$ cat src/rtl/fft_host_link.sv
// Host-side link for the FFT bridge: fetch N samples from source memory, stream
// them out on AR, collect N results from AW into result memory, with watchdog.
module fft_host_link #(
  parameter int DATA_WIDTH     = 32,
  parameter int TIMEOUT_CYCLES = 4096
) (
  input  logic                  i_clk,
  input  logic                  i_rstn,
  input  logic                  i_start,
  input  logic [11:0]           i_samples_number,
  output logic                  o_src_read,
  output logic [11:0]           o_src_index,
  input  logic [DATA_WIDTH-1:0] i_src_data,
  output logic                  o_ARVALID,
  output logic [DATA_WIDTH-1:0] o_ARDATA,
  input  logic                  i_ARREADY,
  input  logic                  i_AWVALID,
  input  logic [DATA_WIDTH-1:0] i_AWDATA,
  output logic                  o_AWREADY,
  output logic                  o_dst_write,
  output logic [11:0]           o_dst_index,
  output logic [DATA_WIDTH-1:0] o_dst_data,
  output logic                  o_busy,
  output logic                  o_done,
  output logic                  o_error,
  output logic [2:0]            o_state
);

  typedef enum logic [2:0] {
    S_IDLE  = 3'd0,
    S_FETCH = 3'd1,
    S_SEND  = 3'd2,
    S_RECV  = 3'd3,
    S_DONE  = 3'd4
  } state_t;

  localparam logic [15:0] TO_LAST = 16'(TIMEOUT_CYCLES - 1);

  state_t                r_state, w_next;
  logic [11:0]           r_n, r_tx_cnt, r_rx_cnt;
  logic [15:0]           r_wdog;
  logic [DATA_WIDTH-1:0] r_data;
  logic                  r_loaded;
  logic                  r_error;

  logic w_start_ok, w_start_bad, w_ar_beat, w_aw_beat, w_last_tx, w_last_rx, w_timeout;

  always_comb begin
    w_start_ok  = (r_state == S_IDLE) && i_start && (i_samples_number != 12'd0);
    w_start_bad = (r_state == S_IDLE) && i_start && (i_samples_number == 12'd0);
    w_ar_beat   = (r_state == S_SEND) && r_loaded && i_ARREADY;
    w_aw_beat   = (r_state == S_RECV) && i_AWVALID;
    w_last_tx   = (r_tx_cnt == r_n - 12'd1);
    w_last_rx   = (r_rx_cnt == r_n - 12'd1);
    w_timeout   = (r_state == S_RECV) && !i_AWVALID && (r_wdog == TO_LAST);
  end

  always_comb begin
    w_next = r_state;
    case (r_state)
      S_IDLE:  if (w_start_ok) w_next = S_FETCH;
      S_FETCH: w_next = S_SEND;
      S_SEND:  if (w_ar_beat) w_next = w_last_tx ? S_RECV : S_FETCH;
      S_RECV: begin
        if (w_aw_beat && w_last_rx) w_next = S_DONE;
        else if (w_timeout)         w_next = S_IDLE;
      end
      S_DONE:  w_next = S_IDLE;
      default: w_next = S_IDLE;
    endcase
  end

  always_comb begin
    o_src_read  = (r_state == S_FETCH);
    o_src_index = o_src_read ? r_tx_cnt : '0;
    o_ARVALID   = (r_state == S_SEND) && r_loaded;
    o_ARDATA    = o_ARVALID ? r_data : '0;
    o_AWREADY   = (r_state == S_RECV);
    o_dst_write = w_aw_beat;
    o_dst_index = w_aw_beat ? r_rx_cnt : '0;
    o_dst_data  = w_aw_beat ? i_AWDATA : '0;
    o_busy      = (r_state == S_FETCH) || (r_state == S_SEND) || (r_state == S_RECV);
    o_done      = (r_state == S_DONE);
    o_error     = r_error;
    o_state     = r_state;
  end

  // Source data arrives during the first SEND cycle; ARVALID waits one cycle
  // for it to be registered so ARDATA never changes under a stall.
  always_ff @(posedge i_clk or negedge i_rstn) begin
    if (!i_rstn) begin
      r_state  <= S_IDLE;
      r_n      <= '0;
      r_tx_cnt <= '0;
      r_rx_cnt <= '0;
      r_wdog   <= '0;
      r_data   <= '0;
      r_loaded <= 1'b0;
      r_error  <= 1'b0;
    end else begin
      r_state <= w_next;
      r_error <= w_start_bad || w_timeout;
      if (w_start_ok) begin
        r_n      <= i_samples_number;
        r_tx_cnt <= '0;
        r_rx_cnt <= '0;
      end
      if (r_state == S_FETCH) r_loaded <= 1'b0;
      if ((r_state == S_SEND) && !r_loaded) begin
        r_data   <= i_src_data;
        r_loaded <= 1'b1;
      end
      if (w_ar_beat) r_tx_cnt <= r_tx_cnt + 12'd1;
      if (w_aw_beat) r_rx_cnt <= r_rx_cnt + 12'd1;
      if ((w_next == S_RECV) && (r_state != S_RECV)) r_wdog <= '0;
      else if (r_state == S_RECV) r_wdog <= w_aw_beat ? 16'd0 : r_wdog + 16'd1;
    end
  end

endmodule

$ cat config.mk
export PLATFORM = sky130hd
export DESIGN_NAME = fft_host_link
export DESIGN_NICKNAME = d
export VERILOG_FILES = /design/src/rtl/fft_host_link.sv
export SDC_FILE = /design/constraint.sdc
export NUM_CORES = 1
export LEC_CHECK = 0
export ABC_AREA = 1
export BUFFER_PORTS_ARGS = -buffer_cell sky130_fd_sc_hd__buf_4
export CORE_ASPECT_RATIO = 1.25
export CORE_UTILIZATION = 35
export DETAILED_ROUTE_END_ITERATION = 6
export GPL_ROUTABILITY_DRIVEN = 0
export PLACE_DENSITY = 0.64
export SETUP_SLACK_MARGIN = 0.4
export SLEW_MARGIN = 30
export SYNTH_ARGS = -nofsm -noshare
export SYNTH_HDL_FRONTEND = slang
export SYNTH_SLANG_ARGS = --single-unit
$ cat constraint.sdc
create_clock -name i_clk -period 4.2 [get_ports i_clk]
set_input_delay 0 -clock i_clk [delete_from_list [all_inputs] [get_ports i_clk]]
set_output_delay 0 -clock i_clk [all_outputs]
set_load 0.05 [all_outputs]
==> results.ini <==
[run_status]
outcome = complete, no violations

[cts]
cts-root-buf = clkbuf_16
clock-sinks = 89
cts_setup_buffers = 0
numCtsBuffers = 9
clock_path_buffers = 2
insertion_delay_ns = 0.36
tritoncts = built
clk_pin_slew_ns = 0.07
cts-htree-levels = 3

[critical_path]
worstSetupStartpointType = flip-flop
worstReg2RegEnd = r_wdog[2]
r2r-start = o_state[1]
end_kind = output pin
cp.required_ns = 4.20
r2r_setup_slack_ns = 1.79
path_max_fanout = 32
crit_chain = nand2_1, nor2_4, inv_2, nor2_4, inv_1, buf_4, nor2_1, buf_4
crit_path_top_delay_cell = inv_1
cpPeakStageDelay_ns = 0.45
ff2ff_path_depth = 10
cp.arrival_ns = 2.65
critical_path_class = reg -> out

[timing]
max_freq_ghz = 0.378
hold_violations = 0
relSlewSlack_pct = 43.7
finalCriticalPeriod_ns = 2.65
grt_setup_unrepaired = no
setup_violations = 0
finalCritPeriodShare_pct = 63.0
slew_viol_final = 0
tightest_slew_ns = 0.839
setup_tns_ns = 0
finalClockSkew_ns = 0.0137

[synth]
yosysSeqAreaShare_pct = 40.9
yosysWarnings = 0
syn-num-nets = 868
synth_cells = 783
synth_cell_type_count = 42
syn_avg_cell_area_sq_um = 6.95
netlist_area_sq_um = 5440
ys_ff_latch = 89

[detailed_routing]
routed-via-count = 5571
wl_per_cell_microns = 12.5
drt_pass1_iterations = 5
drtIter0Drc = 390
drc_errors = 0
totalWireLength_mm = 15.2
ant_nets = 0
routed_via_density = 4.59

[min_path]
min-delay-start = i_start
hold-path-endpoint = o_error
min_path_cells = 3
hp-class = in -> reg

[floorplan]
ios = 179
core-area_sq_um = 15100
rows = 50
initial_utilization_pct = 36.1
die_w_microns = 114
dieArea_sq_um = 16000
dieHeight_microns = 141

[power_and_ir_drop]
peakVddDrop_v = 0.000246
p_per_area_nw_per_um2 = 679
p_seq_share_pct = 26.4
intPower_w = 0.00247
netSwitchingPower_w = 0.00277
p_clk_share_pct = 15.4
power_frac_comb_pct = 58.2
power_leakage_nw = 4.05
p_sw_share_pct = 52.9

[layout]
diodes = 0
syn2layout_area_growth_pct = 42.0
drive_gt1_share_pct = 25.0
fin_cells = 1214
fin_nets = 1086

[grt]
grt_pass1_wl_mm = 25.3
grt_pass1_vias = 5328
use_met2_pct = 32.9
grt_max_degree = 66
grt_use_met3_pct = 3.12
grtUsageTotal_pct = 19.8
grt_overflow = 0
antenna_found_initial = 0
busiest_layer = met2
grt_util_met1_pct = 25.4

[flow_run]
drv_cap = 0

[place]
hpwl_mm = 11.1
place_inst = 1152
buffer_ports.inserted = 178

[cell usage after synthesis]
cell type	n	area [sq um]
nor2_1	165	619
nand2_1	138	518
inv_1	133	499
dfrtp_1	89	2230
nand3_1	68	340
a21oi_1	42	210
o21ai_0	25	125
clkbuf_1	15	56.3
nand3_2	13	130
nand2_2	11	68.8
nor2_2	7	43.8
nor3_1	7	35.0
inv_2	6	22.5
nor2_4	6	67.6
o22ai_1	6	37.5
nor4_1	5	31.3
buf_1	4	15.0
ha_1	4	50.1
xor2_1	4	35.0
clkinv_1	3	11.3
nand3b_1	3	22.5
o32ai_1	3	26.3
a22oi_1	2	15.0
nand3_4	2	35.0
nand4_1	2	12.5
o21bai_1	2	15.0
o221ai_1	2	17.5
or2_2	2	12.5
a21boi_0	1	7.51
a21oi_2	1	8.76
a31oi_1	1	6.26
and2_1	1	6.26
buf_12	1	20.0
buf_2	1	5.00
nand2_4	1	11.3
nand4_2	1	12.5
nor2_8	1	20.0
nor3_2	1	10.0
nor4_2	1	12.5
o211ai_1	1	7.51
o21ai_1	1	5.00
o31ai_1	1	7.51
[routing by layer]
metal / share of wire, % / wire length [microns]
met1: 45 / 6890
met2: 47 / 7100
met3: 5.2 / 793
met4: 2.7 / 416
met5: 0 / 0
[final cells by class]
type	instances	area [sq um]
clock buffers	9	225
clock inverters	7	66.3
fillers	1493	7350
inverters	142	533
multi-input cells	531	2580
flip-flops and latches	89	2230
well taps	208	260
repair buffers	228	1830
[power groups by stage]
stage | sequential (W) | clock [W] | combinational, W
6_report | 0.00138 | 0.000809 | 0.00305
5_1_grt | 0.00142 | 0.000869 | 0.00336
4_1_cts | 0.00138 | 0.000828 | 0.00307
3_5_place_dp | 0.00139 | 0 | 0.00303
3_3_place_gp | 0.00139 | 0 | 0.00301
2_1_floorplan | 0.00137 | 0 | 0.00226
[cell families after synthesis]
logic type / Yosys count / share of synthesized area [%]
AO/OA/AOI/OAI: 88 / 8.99
XOR/XNOR: 4 / 0.644
adder cells (fa/ha/maj): 4 / 0.920
buffers and inverters: 163 / 11.6
flip-flops: 89 / 40.9
AND/OR/NAND/NOR: 435 / 36.9
[state kept, by name, indices dropped and copies added (netlist names)]
name / count
r_data: 32
r_tx_cnt: 12
r_wdog: 16
o_state: 3
r_rx_cnt: 12
o_error: 1
r_loaded: 1
r_n: 12
[stage by stage]
step | power, W | instance area, sq um | util [%] | setup slack, ns | hold slack [ns]
final | 0.00524 | 7720 | 51.2 | 1.55 | 0.0732
after global routing | 0.00565 | 7720 | 51.2 | 1.29 | 0.0858
after detailed placement | 0.00442 | 6970 | 46.2 | 1.77 | -0.00856
after floorplan | 0.00363 | 5440 | - | 1.12 | -0.296
after CTS | 0.00527 | 7720 | 51.2 | 1.51 | 0.0876
after global placement | 0.00440 | 6970 | 46.2 | 1.80 | -0.00418
[cells in the final DEF, fill, tap and decap left out, drive strengths merged]
cell | Yosys | routed
nand4 | 3 | 3
nor3 | 8 | 8
o221ai | 2 | 2
a21oi | 43 | 43
clkinv | 3 | 5
o22ai | 6 | 6
nand3b | 3 | 3
ha | 4 | 4
nand3 | 83 | 83
nor4 | 6 | 6
a22oi | 2 | 2
buf | 6 | 182
clkbuf | 15 | 9
a31oi | 1 | 1
nor2 | 179 | 179
and2 | 1 | 1
xor2 | 4 | 4
nand2 | 150 | 150
o31ai | 1 | 1
o211ai | 1 | 1
or2 | 2 | 2
dfrtp | 89 | 89
dlygate4sd3 | 0 | 46
o21ai | 26 | 26
inv | 139 | 144
o21bai | 2 | 2
a21boi | 1 | 1
o32ai | 3 | 3
[repair_timing]
action                                 in CTS  in global routing
resized for setup                           0                  0
endpoints found under the hold margin      80                  0
hold buffers                               46                  0
[critical path, delay by kind of cell, from the launching register on]
family | cells | cell delay (ns)
buffers and inverters | 4 | 1.41
DFF | 1 | 0.44
and+or+nand+nor | 4 | 0.43
[worst max-delay path by stage]
stage | from | depth (start not counted) | end
floorplan | o_state[1] | 8 | r_rx_cnt[0]
global placement | o_state[1] | 9 | r_rx_cnt[3]
detailed placement | o_state[1] | 10 | r_wdog[2]
CTS | o_state[1] | 8 | o_dst_index[0]
global route | o_state[1] | 8 | o_dst_index[0]
finish | o_state[1] | 8 | o_dst_index[0]
No activity file was read; power rests on OpenSTA's default activity.
